### config.mk
export PLATFORM = sky130hd
export DESIGN_NAME = rsp_fifo
export DESIGN_NICKNAME = d
export VERILOG_FILES = /design/src/rtl/rsp_fifo_pkg.sv /design/src/rtl/rsp_fifo_mem.sv /design/src/rtl/rsp_fifo.sv
export SDC_FILE = /design/constraint.sdc
export NUM_CORES = 1
export LEC_CHECK = 0
export CORE_MARGIN = 2
export CORE_UTILIZATION = 52
export DETAILED_ROUTE_END_ITERATION = 12
export PLACE_DENSITY = 0.7
export SLEW_MARGIN = 20
export SYNTH_ARGS = -nofsm -noshare
export SYNTH_HDL_FRONTEND = slang
export SYNTH_HIERARCHICAL = 1
export SYNTH_SLANG_ARGS = --single-unit
### constraint.sdc
create_clock -name clk -period 5.1 [get_ports clk]
set_input_delay 1.02 -clock clk [delete_from_list [all_inputs] [get_ports clk]]
set_output_delay 1.02 -clock clk [all_outputs]
set_load 0.05 [all_outputs]
### src/rtl/rsp_fifo_pkg.sv
// rsp_fifo_pkg: shared constants for the response FIFOs that sit after the
// MMU tree response arbiters.
//   FIFO_PTR_WIDTH : default address width of a response FIFO (DEPTH = 2**w).
//   RSP_AF_MARGIN  : free-slot margin at which almost_full asserts. It must be
//                    at least the number of responses that can still be in
//                    flight in the tree pipeline once the dispatcher stalls.
package rsp_fifo_pkg;

  localparam int FIFO_PTR_WIDTH = 4;
  localparam int RSP_AF_MARGIN  = 4;

endpackage

### src/rtl/rsp_fifo_mem.sv
// rsp_fifo_mem: DEPTH x DATA_WIDTH storage for rsp_fifo. It has a synchronous
// write port and an asynchronous read port. The array has no reset, so it can
// later be swapped for a RAM macro without touching the control logic.
//   clk     : write clock, rising edge
//   we_i    : write enable
//   waddr_i : write address
//   wdata_i : write data
//   raddr_i : read address
//   rdata_o : read data (combinational from raddr_i)
module rsp_fifo_mem #(
  parameter int DATA_WIDTH = 32,
  parameter int PTR_WIDTH  = 4
) (
  input  logic                  clk,
  input  logic                  we_i,
  input  logic [PTR_WIDTH-1:0]  waddr_i,
  input  logic [DATA_WIDTH-1:0] wdata_i,
  input  logic [PTR_WIDTH-1:0]  raddr_i,
  output logic [DATA_WIDTH-1:0] rdata_o
);

  localparam int DEPTH = 2 ** PTR_WIDTH;

  logic [DATA_WIDTH-1:0] mem_q [DEPTH];

  always_ff @(posedge clk) begin
    if (we_i) begin
      mem_q[waddr_i] <= wdata_i;
    end
  end

  assign rdata_o = mem_q[raddr_i];

endmodule

### src/rtl/rsp_fifo.sv
// rsp_fifo: first-word-fall-through response buffer that sits between the
// tree response arbiters and the host-side reader.
//   clk, rst_n  : clock (rising edge) and asynchronous active-low reset
//   wr_en       : write strobe, no ready (a write while full is dropped)
//   wr_data     : packed response
//   almost_full : occupancy >= DEPTH - AF_MARGIN (decoded from flops only)
//   full        : all DEPTH entries occupied
//   rd_valid    : head entry present
//   rd_ready    : reader accepts the head entry
//   rd_data     : head entry, forced to 0 while rd_valid = 0
//   data_count  : current occupancy 0..DEPTH
//   peak_count  : maximum occupancy since reset or stat_clr
//   overflow    : sticky flag, set when a write is dropped
//   stat_clr    : synchronous clear of overflow and peak_count
// Read handshake: an entry moves to the reader on a rising edge where
// rd_valid and rd_ready are both 1. rd_ready has no effect while rd_valid = 0,
// and rd_valid does not depend on rd_ready.
module rsp_fifo
  import rsp_fifo_pkg::*;
#(
  parameter int DATA_WIDTH = 32,
  parameter int PTR_WIDTH  = FIFO_PTR_WIDTH,
  parameter int AF_MARGIN  = RSP_AF_MARGIN
) (
  input  logic                  clk,
  input  logic                  rst_n,
  input  logic                  wr_en,
  input  logic [DATA_WIDTH-1:0] wr_data,
  output logic                  almost_full,
  output logic                  full,
  output logic                  rd_valid,
  input  logic                  rd_ready,
  output logic [DATA_WIDTH-1:0] rd_data,
  output logic [PTR_WIDTH:0]    data_count,
  output logic [PTR_WIDTH:0]    peak_count,
  output logic                  overflow,
  input  logic                  stat_clr
);

  localparam int               DEPTH    = 2 ** PTR_WIDTH;
  localparam logic [PTR_WIDTH:0] AF_LEVEL = (PTR_WIDTH + 1)'(DEPTH - AF_MARGIN);
  localparam logic [PTR_WIDTH:0] PTR_ONE  = {{PTR_WIDTH{1'b0}}, 1'b1};

  // Pointers carry one extra wrap bit, so full and empty can be told apart
  // when the low bits match.
  logic [PTR_WIDTH:0] wr_ptr_q, wr_ptr_d;
  logic [PTR_WIDTH:0] rd_ptr_q, rd_ptr_d;
  logic [PTR_WIDTH:0] peak_q, peak_d;
  logic               overflow_q, overflow_d;

  logic               empty;
  logic               full_w;
  logic               pop;
  logic               push;
  logic               drop;
  logic [PTR_WIDTH:0] count_d;
  logic [DATA_WIDTH-1:0] mem_rdata;

  assign empty  = (wr_ptr_q == rd_ptr_q);
  assign full_w = (wr_ptr_q[PTR_WIDTH-1:0] == rd_ptr_q[PTR_WIDTH-1:0]) &&
                  (wr_ptr_q[PTR_WIDTH] != rd_ptr_q[PTR_WIDTH]);

  // A pop in the same cycle frees the slot, so a write to a full FIFO is
  // still accepted.
  assign pop  = !empty && rd_ready;
  assign push = wr_en && (!full_w || pop);
  assign drop = wr_en && full_w && !pop;

  always_comb begin
    wr_ptr_d   = wr_ptr_q;
    rd_ptr_d   = rd_ptr_q;
    overflow_d = overflow_q;
    peak_d     = peak_q;

    if (push) wr_ptr_d = wr_ptr_q + PTR_ONE;
    if (pop)  rd_ptr_d = rd_ptr_q + PTR_ONE;

    count_d = wr_ptr_d - rd_ptr_d;

    // If a drop and a clear happen in the same cycle, the drop sets the flag.
    if (stat_clr) overflow_d = 1'b0;
    if (drop)     overflow_d = 1'b1;

    if (stat_clr)              peak_d = count_d;
    else if (count_d > peak_q) peak_d = count_d;
  end

  always_ff @(posedge clk or negedge rst_n) begin
    if (!rst_n) begin
      wr_ptr_q   <= '0;
      rd_ptr_q   <= '0;
      peak_q     <= '0;
      overflow_q <= 1'b0;
    end else begin
      wr_ptr_q   <= wr_ptr_d;
      rd_ptr_q   <= rd_ptr_d;
      peak_q     <= peak_d;
      overflow_q <= overflow_d;
    end
  end

  rsp_fifo_mem #(
    .DATA_WIDTH (DATA_WIDTH),
    .PTR_WIDTH  (PTR_WIDTH)
  ) u_mem (
    .clk     (clk),
    .we_i    (push),
    .waddr_i (wr_ptr_q[PTR_WIDTH-1:0]),
    .wdata_i (wr_data),
    .raddr_i (rd_ptr_q[PTR_WIDTH-1:0]),
    .rdata_o (mem_rdata)
  );

  // All flags below come from pointer flops only, so no input reaches them
  // combinationally.
  assign data_count  = wr_ptr_q - rd_ptr_q;
  assign full        = full_w;
  assign almost_full = (data_count >= AF_LEVEL);
  assign rd_valid    = !empty;
  assign rd_data     = rd_valid ? mem_rdata : '0;
  assign peak_count  = peak_q;
  assign overflow    = overflow_q;

endmodule

==> impl_metrics.csv, run 1 <==
group,metric,value,unit
clock_network,cts_root_buf,"clkbuf_16",
critical_path,worst_ep_required_time,5.56,ns
clock_network,cts.sink_count,528,
logic_synthesis,synth_common_cells,"edfxtp_1, mux4_2, a22oi_1",
sta,hold_viol,0,
logic_synthesis,synth_fp_nets,1013,
clock_network,clkTransAtPathRegs,0.06,ns
global_routing,met2_usage,33.04,%
floorplanning,ioPinCount,83,
sta,fmax,211.6,MHz
power_and_ir_drop,peakVddDrop,505.4,uV
global_routing,grt.busiest_layer,"met2",
drt,vias_per_cell,5.935,
sta,setup_tns,0,ns
power_and_ir_drop,swShare,36.70,%
floorplanning,initial_core_util,53.02,%
logic_synthesis,yosysSeqAreaShare,76.45,%
sta,period_needed,4.727,ns
cells_and_area,final_nets,1137,
global_routing,met1_usage,30.23,%
critical_path,start_kind,"flop",
critical_path,worst_ep_arrival_time,5.19,ns
critical_path,critPathMaxStageDelay,0.54,ns
logic_synthesis,synth_edf_count,512,
logic_synthesis,synth_top_cells_by_area,"edfxtp_1, mux4_2, a22oi_1",
cells_and_area,antenna_cells,0,
logic_synthesis,yosys_register_bits,528,
critical_path,worst_path_max_delay_cell,"dfrtp_1",
power_and_ir_drop,p_leak,7.770,nW
critical_path,crit_top_cell,"inv_1",
power_and_ir_drop,internal_power,9.912,mW
clock_network,htreeDepth,2,
power_and_ir_drop,comb_power_share,42.3,%
global_routing,grt_antenna_before_repair,0,
sta,skew,0.01916,ns
floorplanning,rows,72,
global_routing,globalRouteMet3Util,4.362,%
cells_and_area,layout-drive-gt1-share,26.25,%
clock_network,cts_setup_buffers,0,
drt,wl,41930,um
power_and_ir_drop,p_total,15.66,mW
drt,first_pass_iters,5,
logic_synthesis,yosysUniqueCellTypes,42,
critical_path,cp-end-kind,"flop",
place,place_hpwl,23030,um
sta,worst_slew_pin_slew,1.058,ns
power_and_ir_drop,p_switching,5.747,mW
drt,wire_per_inst,25.53,um
critical_path,critPathKind,"reg -> reg",
power_and_ir_drop,powerDensity,655.8,nW/um^2
clock_network,clk_latency,0.59,ns
global_routing,grtUsageTotal,20.83,%
run,maxCapViolations,0,
run_status,status,"finished, final reports clean",
cells_and_area,fillers,2739,
sta,slew_violations,0,
floorplanning,die_w,203.2,um
place,place_congestion,0.8353,
logic_synthesis,synth-main-ff-cell,"edfxtp_1",
logic_synthesis,synth_cells,960,
global_routing,grt_max_degree,133,
logic_synthesis,synth_top_cell_area_share,74.51,%
clock_network,cts_inserted_buffers,52,
logic_synthesis,synthArstFlopShare,3.030,%
clock_network,post_cts_resized,0,
logic_synthesis,syn-mean-instance-area,21.49,um^2
cells_and_area,areaGrowthSynthToFinish,15.70,%
floorplanning,dieArea,41290,um^2
logic_synthesis,ys_warn_count,6,
floorplanning,core,38920,um^2
place,io_buffers,82,
drt,vias,9746,
power_and_ir_drop,pwr-share-clk,23.1,%
global_routing,grt_pass1_vias,9984,
logic_synthesis,syn_area,20630,um^2
clock_network,hold_buffers,0,
drt,drcViolationCount,0,
logic_synthesis,yosysTopAreaCell,"edfxtp_1",
clock_network,cts.path.max_buffers,3,
global_routing,grt_pass1_wl,62870,um
sta,fin_crit_sh,92.68,%
sta,rsz0062_at_grt,"no",
sta,maxSlewHeadroom,29.47,%
drt,drt_iter0_markers,770,
power_and_ir_drop,seqPwrFrac,34.7,%
min_path,hold_path_class,"reg -> reg",
global_routing,grt_overflow_total,0,
clock_network,cts_tree,"built",
critical_path,crit_fanout,8,
critical_path,path_cells,"inv_1 > ha_1 > nand4_2 > nor3_1 > nor2b_1 > xnor2_1 > inv_1 > ha_1 > inv_1 > fa_1 > inv_1 > o2111ai_1 > a221oi_2 > xor3_1 > ha_1 > nor2_1 > a31oi_1 > a21oi_1 > buf_4 > mux2_2",
sta,finalSetupViolations,0,
logic_synthesis,synth_most_common_cell,"edfxtp_1",
drt,postRouteAntennaNets,0,
floorplanning,dieHeight,203.2,um
-- sequential cells by signal (all words and copies together) (netlist names) --
signal	count
overflow	1
peak_count	5
rd_ptr_q	5
u_mem/mem_q	512
wr_ptr_q	5
-- placed cells by master, fill, tap and decap left out, drive strengths merged, types with 6 or more instances in the layout --
| master | instances |
|---|---|
| ha | 14 |
| nand2 | 41 |
| mux4 | 128 |
| buf | 67 |
| clkdlybuf4s50 | 49 |
| nor2 | 16 |
| and2 | 35 |
| nor3 | 6 |
| dfrtp | 16 |
| xnor2 | 12 |
| edfxtp | 512 |
| clkinv | 26 |
| clkbuf | 61 |
| inv | 24 |
| a22oi | 64 |
-- final timing paths --
check / from / to / slack [ns] / cells past startpoint
setup / recovery: rd_ptr_q[2] / peak_count[3] / 0.37 / 20
hold / removal: rd_ptr_q[4] / rd_ptr_q[4] / 0.54 / 1
setup reg to reg: rd_ptr_q[2] / peak_count[3] / 0.37 / 20
hold reg to reg: rd_ptr_q[4] / rd_ptr_q[4] / 0.54 / 1
max in group asynchronous: rst_n / rd_ptr_q[0] / 3.64 / 1
min in group asynchronous: rst_n / wr_ptr_q[3] / 0.89 / 1
-- layer usage --
metal / vias up / part of all wire [%]
li1: 4237 / -
met1: 5139 / 43
met2: 309 / 49
met3: 61 / 6.5
met4: 0 / 1.6
met5: - / 0
-- critical path, delay by kind of cell, from the launching register on --
| kind | cells | cell delay, ns |
|---|---|---|
| compound gates | 4 | 0.58 |
| xor+xnor | 2 | 0.63 |
| fa+ha+maj | 4 | 1.24 |
| buf+inv | 5 | 0.54 |
| flops | 1 | 0.54 |
| mux | 1 | 0.33 |
| simple gates | 4 | 0.74 |
-- power by group through the flow --
stage	combinational (mW)	sequential (mW)	clock (mW)
floorplan	4.72	5.54	0
global placement	6.64	5.49	0
detailed placement	6.69	5.52	0
CTS	6.71	5.43	3.68
global route	7.08	5.47	3.85
finish	6.62	5.43	3.61
-- layout make-up --
type	instances	area, um^2	area share [%]
Tap cell	518	648.1	2.715
Inverter	22	82.58	0.3459
Clock buffer	61	1335	5.592
Timing Repair Buffer	116	1085	4.544
Clock inverter	33	265.3	1.111
Multi-Input combinational cell	364	4677	19.59
Sequential cell	528	15780	66.10
-- cell families after synthesis --
family | after synthesis | share of synthesized area, %
buffers and inverters | 68 | 1.534
DFF | 528 | 76.45
adders and majority gates | 17 | 1.091
and+or+nand+nor | 116 | 2.886
xor gates and xnor gates | 15 | 0.7094
AOI/OAI and AO/OA | 81 | 2.995
muxes | 135 | 14.33
-- through the flow --
| step | cell area (um^2) | util, % | setup WS (ns) | hold slack (ns) | std cells |
|---|---|---|---|---|---|
| final | 23880 | 61.35 | 0.3734 | 0.5357 | 1642 |
| after detailed placement | 22270 | 57.23 | 0.04380 | 0.5257 | 1548 |
| after global placement | 22270 | 57.23 | 0.1357 | 0.5048 | 1548 |
| after CTS | 23870 | 61.34 | 0.2055 | 0.5335 | 1642 |
| after global routing | 23880 | 61.35 | 0.06121 | 0.5671 | 1642 |
| after floorplan | 20630 | - | 0.4745 | 0.4862 | 960 |
Note: power is estimated with default switching activity, not from simulation.
==> run 2: changes to the inputs <==
--- a/config.mk
+++ b/config.mk
@@ -8,7 +8,7 @@
 export CORE_MARGIN = 2
 export CORE_UTILIZATION = 52
 export DETAILED_ROUTE_END_ITERATION = 12
-export PLACE_DENSITY = 0.7
+export PLACE_DENSITY = 0.75
 export SLEW_MARGIN = 20
 export SYNTH_ARGS = -nofsm -noshare
 export SYNTH_HDL_FRONTEND = slang
==> run 2 against run 1 <==
Clock skew grew 0.0042 ns. Combinational power grew 3%. Global-route usage grew 0.65 points. Die area is the same. Sequential power is essentially flat. First-iteration DRC count grew 23%. Power grew 0.47%. Register-to-register slack lost 0.02 ns. Non-clock buffer count shrank 2.
==> impl_metrics.csv, run 2 (synthesis results as in run 1) <==
group,metric,value,unit
run_status,status,"finished, final reports clean",
drt,route.top_layer_used,"met5",
cells_and_area,areaGrowthSynthToFinish,15.68,%
sta,hold_viol,0,
clock_network,clk_latency,0.57,ns
place,place_congestion,0.8074,
sta,finalSetupViolations,0,
clock_network,cts_inserted_buffers,51,
sta,slew_violations,0,
sta,fin_crit_sh,96.15,%
drt,wl_met3,3055,um
place,place_hpwl,22130,um
floorplanning,ioPinCount,83,
sta,layout_setup_ws,0.1966,ns
global_routing,grt_antenna_before_repair,1,
cells_and_area,post-route-util,61.34,%
critical_path,critPathKind,"reg -> out",
clock_network,cts_root_buf,"clkbuf_16",
critical_path,start_kind,"flop",
drt,wire_per_inst,26.59,um
global_routing,grt_max_degree,133,
sta,maxSlewHeadroom,42.33,%
place,placed_area,22310,um^2
drt,first_pass_iters,5,
place,dp_cells,1546,
cells_and_area,final_cells,1635,
drt,drt_iter0_markers,950,
place,io_buffers,82,
floorplanning,rows,72,
cells_and_area,fin_area,23870,um^2
drt,dr_wl_met2,21810,um
clock_network,cts_tree,"built",
drt,vias,9942,
cells_and_area,final_nets,1134,
cells_and_area,final_common_cell,"edfxtp_1",
sta,setup_tns,0,ns
critical_path,worst_ep_arrival_time,3.88,ns
global_routing,grt_pass1_wl,64680,um
clock_network,cts_setup_buffers,0,
floorplanning,core,38920,um^2
cells_and_area,antenna_cells,0,
floorplanning,dieHeight,203.2,um
power_and_ir_drop,peakVddDrop,499.6,uV
floorplanning,die_w,203.2,um
clock_network,cts.sink_count,528,
power_and_ir_drop,p_total,15.73,mW
floorplanning,initial_core_util,53.02,%
cells_and_area,layout-drive-gt1-share,23.28,%
sta,skew,0.02334,ns
drt,wl,43470,um
critical_path,cp-end-kind,"output pin",
sta,holdWs,0.5214,ns
power_and_ir_drop,p_leak,7.688,nW
floorplanning,dieArea,41290,um^2
min_path,hold_path_class,"reg -> reg",
drt,routedLengthMet1,17830,um
cells_and_area,largest_reg_flops,512,
clock_network,cts.path.max_buffers,3,
global_routing,grtUsageTotal,21.47,%
place,pre_cts_ws,-0.1019,ns
critical_path,crit_fanout,67,
critical_path,worst_ep_required_time,4.08,ns
sta,worst_slew_pin_slew,0.8650,ns
clock_network,htreeDepth,2,
global_routing,grt_overflow_total,0,
drt,postRouteAntennaNets,0,
drt,vias_per_cell,6.081,
clock_network,hold_buffers,0,
clock_network,clkTransAtPathRegs,0.07,ns
cells_and_area,top_register,"u_mem/mem_q",
run,maxCapViolations,0,
global_routing,grt_pass1_vias,10340,
cells_and_area,final_cell_mix,"edfxtp_1, mux4_2, clkdlybuf4s50_1",
sta,period_needed,4.903,ns
power_and_ir_drop,powerDensity,659.1,nW/um^2
drt,drcViolationCount,0,
sta,fmax,203.9,MHz
==> run 2: worst paths after layout <==
| check | to | start | slack (ns) | cells after the start |
|---|---|---|---|---|
| setup / recovery | rd_data[26] | rd_ptr_q[0] | 0.20 | 7 |
| hold / removal | rd_ptr_q[4] | rd_ptr_q[4] | 0.52 | 1 |
| setup reg to reg | peak_count[2] | wr_ptr_q[0] | 0.35 | 20 |
| hold reg to reg | rd_ptr_q[4] | rd_ptr_q[4] | 0.52 | 1 |
| max in group asynchronous | rd_ptr_q[0] | rst_n | 3.62 | 1 |
| min in group asynchronous | wr_ptr_q[1] | rst_n | 0.90 | 1 |
==> run 2: area by class of cell <==
type,count,area [um^2]
clock buffer,62,1360
fill,2708,15050
multi-input combinational,364,4682
clock inverter,27,183.9
timing repair buffer,114,1131
inverter,22,82.58
sequential,528,15780
tap,518,648.1
==> run 2: routing by layer <==
metal  up-vias  track usage, %
li1       4213               -
met1      5274           30.69
met2       389           35.17
met3        64           3.420
met4         2           5.448
met5         -               0
==> run 2: repair_timing <==
| item | 4_1_cts | 5_1_grt |
|---|---|---|
| setup endpoints to repair | 0 | 6 |
| gates resized for setup | 0 | 2 |
| hold endpoints to repair | 0 | 0 |
==> run 2: worst max-delay path: stages, from the launching register on <==
cell	delay, ns
dfrtp_4	0.43
buf_12	0.43
buf_16	0.44
mux4_2	0.59
a22oi_1	0.28
nand2_1	0.14
and2_1	0.16
clkdlybuf4s50_1	0.69
==> run 2: power by group <==
group | total, mW | internal (mW) | leakage, nW | switching (mW)
combinational | 6.81 | 2.72 | 2.12 | 4.09
sequential | 5.43 | 5.25 | 4.81 | 0.172
clock | 3.50 | 1.99 | 0.749 | 1.51
total | 15.7 | 9.96 | 7.69 | 5.77
==> run 3: changes to the inputs <==
--- a/config.mk
+++ b/config.mk
@@ -9,6 +9,7 @@
 export CORE_UTILIZATION = 52
 export DETAILED_ROUTE_END_ITERATION = 12
 export PLACE_DENSITY = 0.75
+export REMOVE_ABC_BUFFERS = 1
 export SLEW_MARGIN = 20
 export SYNTH_ARGS = -nofsm -noshare
 export SYNTH_HDL_FRONTEND = slang
==> run 3 against run 2 <==
Non-clock buffer count shrank 1. Die area is the same. Flip-flop and latch count is the same. Clock power grew 5%. Worst setup slack gained 0.23 ns. Sequential share of layout area shrank 0.13 points. Maximum frequency grew 4.8%. Sequential power is essentially flat. Highest routed layer unchanged.
==> impl_metrics.csv, run 3 (synthesis results as in run 1) <==
group,metric,value,unit
critical_path,reg2reg_slack,0.42,ns
power_and_ir_drop,powerDensity,660.6,nW/um^2
sta,finalSetupViolations,0,
run,maxCapViolations,0,
critical_path,path_cells,"inv_1 > ha_1 > nand4_2 > nor3_1 > nor2b_1 > xnor2_1 > inv_1 > ha_1 > inv_1 > fa_1 > inv_1 > o2111ai_1 > a221oi_2 > xor3_1 > ha_1 > nor2_1 > a31oi_1 > a21oi_1 > buf_4 > mux2_2",
critical_path,critPathMaxStageDelay,0.56,ns
drt,vias_per_cell,6.140,
power_and_ir_drop,p_total,15.80,mW
critical_path,worst_ep_required_time,5.55,ns
cells_and_area,post-route-util,61.46,%
clock_network,clk_latency,0.56,ns
min_path,min_path_cells,2,
place,placed_area,22280,um^2
global_routing,grt_max_degree,133,
sta,skew,0.007670,ns
critical_path,worst_ep_arrival_time,5.12,ns
floorplanning,core,38920,um^2
cells_and_area,final_cell_mix,"edfxtp_1, mux4_2, a22oi_1",
critical_path,crit_fanout,7,
sta,holdWs,0.5296,ns
global_routing,grt_antenna_before_repair,2,
cells_and_area,final_common_cell,"edfxtp_1",
place,place_hpwl,22310,um
clock_network,post_cts_resized,0,
clock_network,htreeDepth,2,
drt,postRouteAntennaNets,0,
critical_path,crit_path_start,"rd_ptr_q[3]",
floorplanning,dieHeight,203.2,um
clock_network,clkTransAtPathRegs,0.06,ns
min_path,hold_path_class,"reg -> reg",
sta,maxSlewHeadroom,44.30,%
global_routing,grt_pass1_vias,10610,
global_routing,grt_overflow_total,0,
critical_path,critPathKind,"reg -> reg",
floorplanning,die_w,203.2,um
sta,fin_crit_sh,91.70,%
floorplanning,dieArea,41290,um^2
critical_path,start_kind,"flop",
place,io_buffers,82,
clock_network,cts_root_buf,"clkbuf_16",
drt,wl,44030,um
power_and_ir_drop,p_leak,7.762,nW
sta,slew_violations,0,
power_and_ir_drop,peakVddDrop,1196,uV
clock_network,cts.path.max_buffers,3,
cells_and_area,layout-drive-gt1-share,25.80,%
drt,drt_iter0_markers,1057,
sta,fmax,213.8,MHz
sta,rsz0062_at_grt,"no",
critical_path,crit_top_cell,"inv_1",
drt,first_pass_iters,5,
critical_path,reg2reg_to,"peak_count[2]",
sta,layout_setup_ws,0.4234,ns
floorplanning,ioPinCount,83,
drt,drcViolationCount,0,
floorplanning,rows,72,
critical_path,rr_startpoint,"rd_ptr_q[3]",
place,dp_cells,1545,
critical_path,crit_path_end,"peak_count[2]",
cells_and_area,areaGrowthSynthToFinish,15.92,%
cells_and_area,fillers,2641,
critical_path,cp-end-kind,"flop",
clock_network,cts_inserted_buffers,51,
clock_network,hold_buffers,0,
global_routing,grt_pass1_wl,66410,um
cells_and_area,fin_area,23920,um^2
sta,worst_slew_pin_slew,0.8355,ns
sta,hold_viol,0,
cells_and_area,final_nets,1133,
cells_and_area,top_register,"u_mem/mem_q",
sta,setup_tns,0,ns
drt,wire_per_inst,26.86,um
cells_and_area,largest_reg_flops,512,
critical_path,worstRegToRegCells,20,
floorplanning,initial_core_util,53.02,%
place,pre_cts_ws,0.1345,ns
clock_network,cts_setup_buffers,0,
critical_path,worst_path_max_delay_cell,"dfrtp_1",
global_routing,grtUsageTotal,21.97,%
drt,vias,10060,
cells_and_area,final_cells,1639,
sta,period_needed,4.677,ns
run_status,status,"finished, final reports clean",
clock_network,cts_tree,"built",
clock_network,cts.sink_count,528,
place,place_congestion,0.8321,
## run 3: cell count changes in the layout (fill, tap and decap cells not counted), sizes merged
cell,previous run,this run
buf,32,60
bufinv,2,5
clkbuf,62,60
clkdlybuf4s50,82,53
clkinv,21,24
diode,0,1
## run 3: power breakdown
group          internal, mW  leakage (nW)  switching (mW)
Sequential             5.25          4.81           0.166
Combinational          2.61          2.16            4.10
Clock                  2.14         0.791            1.53
## run 3: cell type report
class / count / area, um^2 / area share, %
antenna: 1 / 2.502 / 0.01046
clock buffer: 60 / 1353 / 5.655
clock inverter: 33 / 280.3 / 1.172
inverter: 22 / 82.58 / 0.3452
multi-input combinational: 364 / 4677 / 19.55
sequential: 528 / 15780 / 65.98
tap: 518 / 648.1 / 2.710
timing repair buffer: 113 / 1094 / 4.572
## run 3: metal layers
layer | track usage, % | wire length [um]
met5 | 0 | 11
met4 | 4.718 | 723
met3 | 5.337 | 4132
met2 | 35.71 | 21700
met1 | 30.73 | 17470
## run 3: worst min path at each step
stage / from / to
3_3_place_gp: overflow / overflow
3_5_place_dp: overflow / overflow
5_1_grt: rd_ptr_q[4] / rd_ptr_q[4]
6_report: overflow / overflow
2_1_floorplan: rd_ptr_q[4] / rd_ptr_q[4]
4_1_cts: rd_ptr_q[4] / rd_ptr_q[4]
## run 3: worst max-delay path, delay by kind of cell, from the launching register on
kind                       cells  cell delay [ns]
and+or+nand+nor                4             0.71
AOI/OAI and AO/OA              4             0.64
buffers and inverters          5             0.50
muxes                          1             0.33
xor gates and xnor gates       2             0.64
adders and majority gates      4             1.20
DFF                            1             0.56
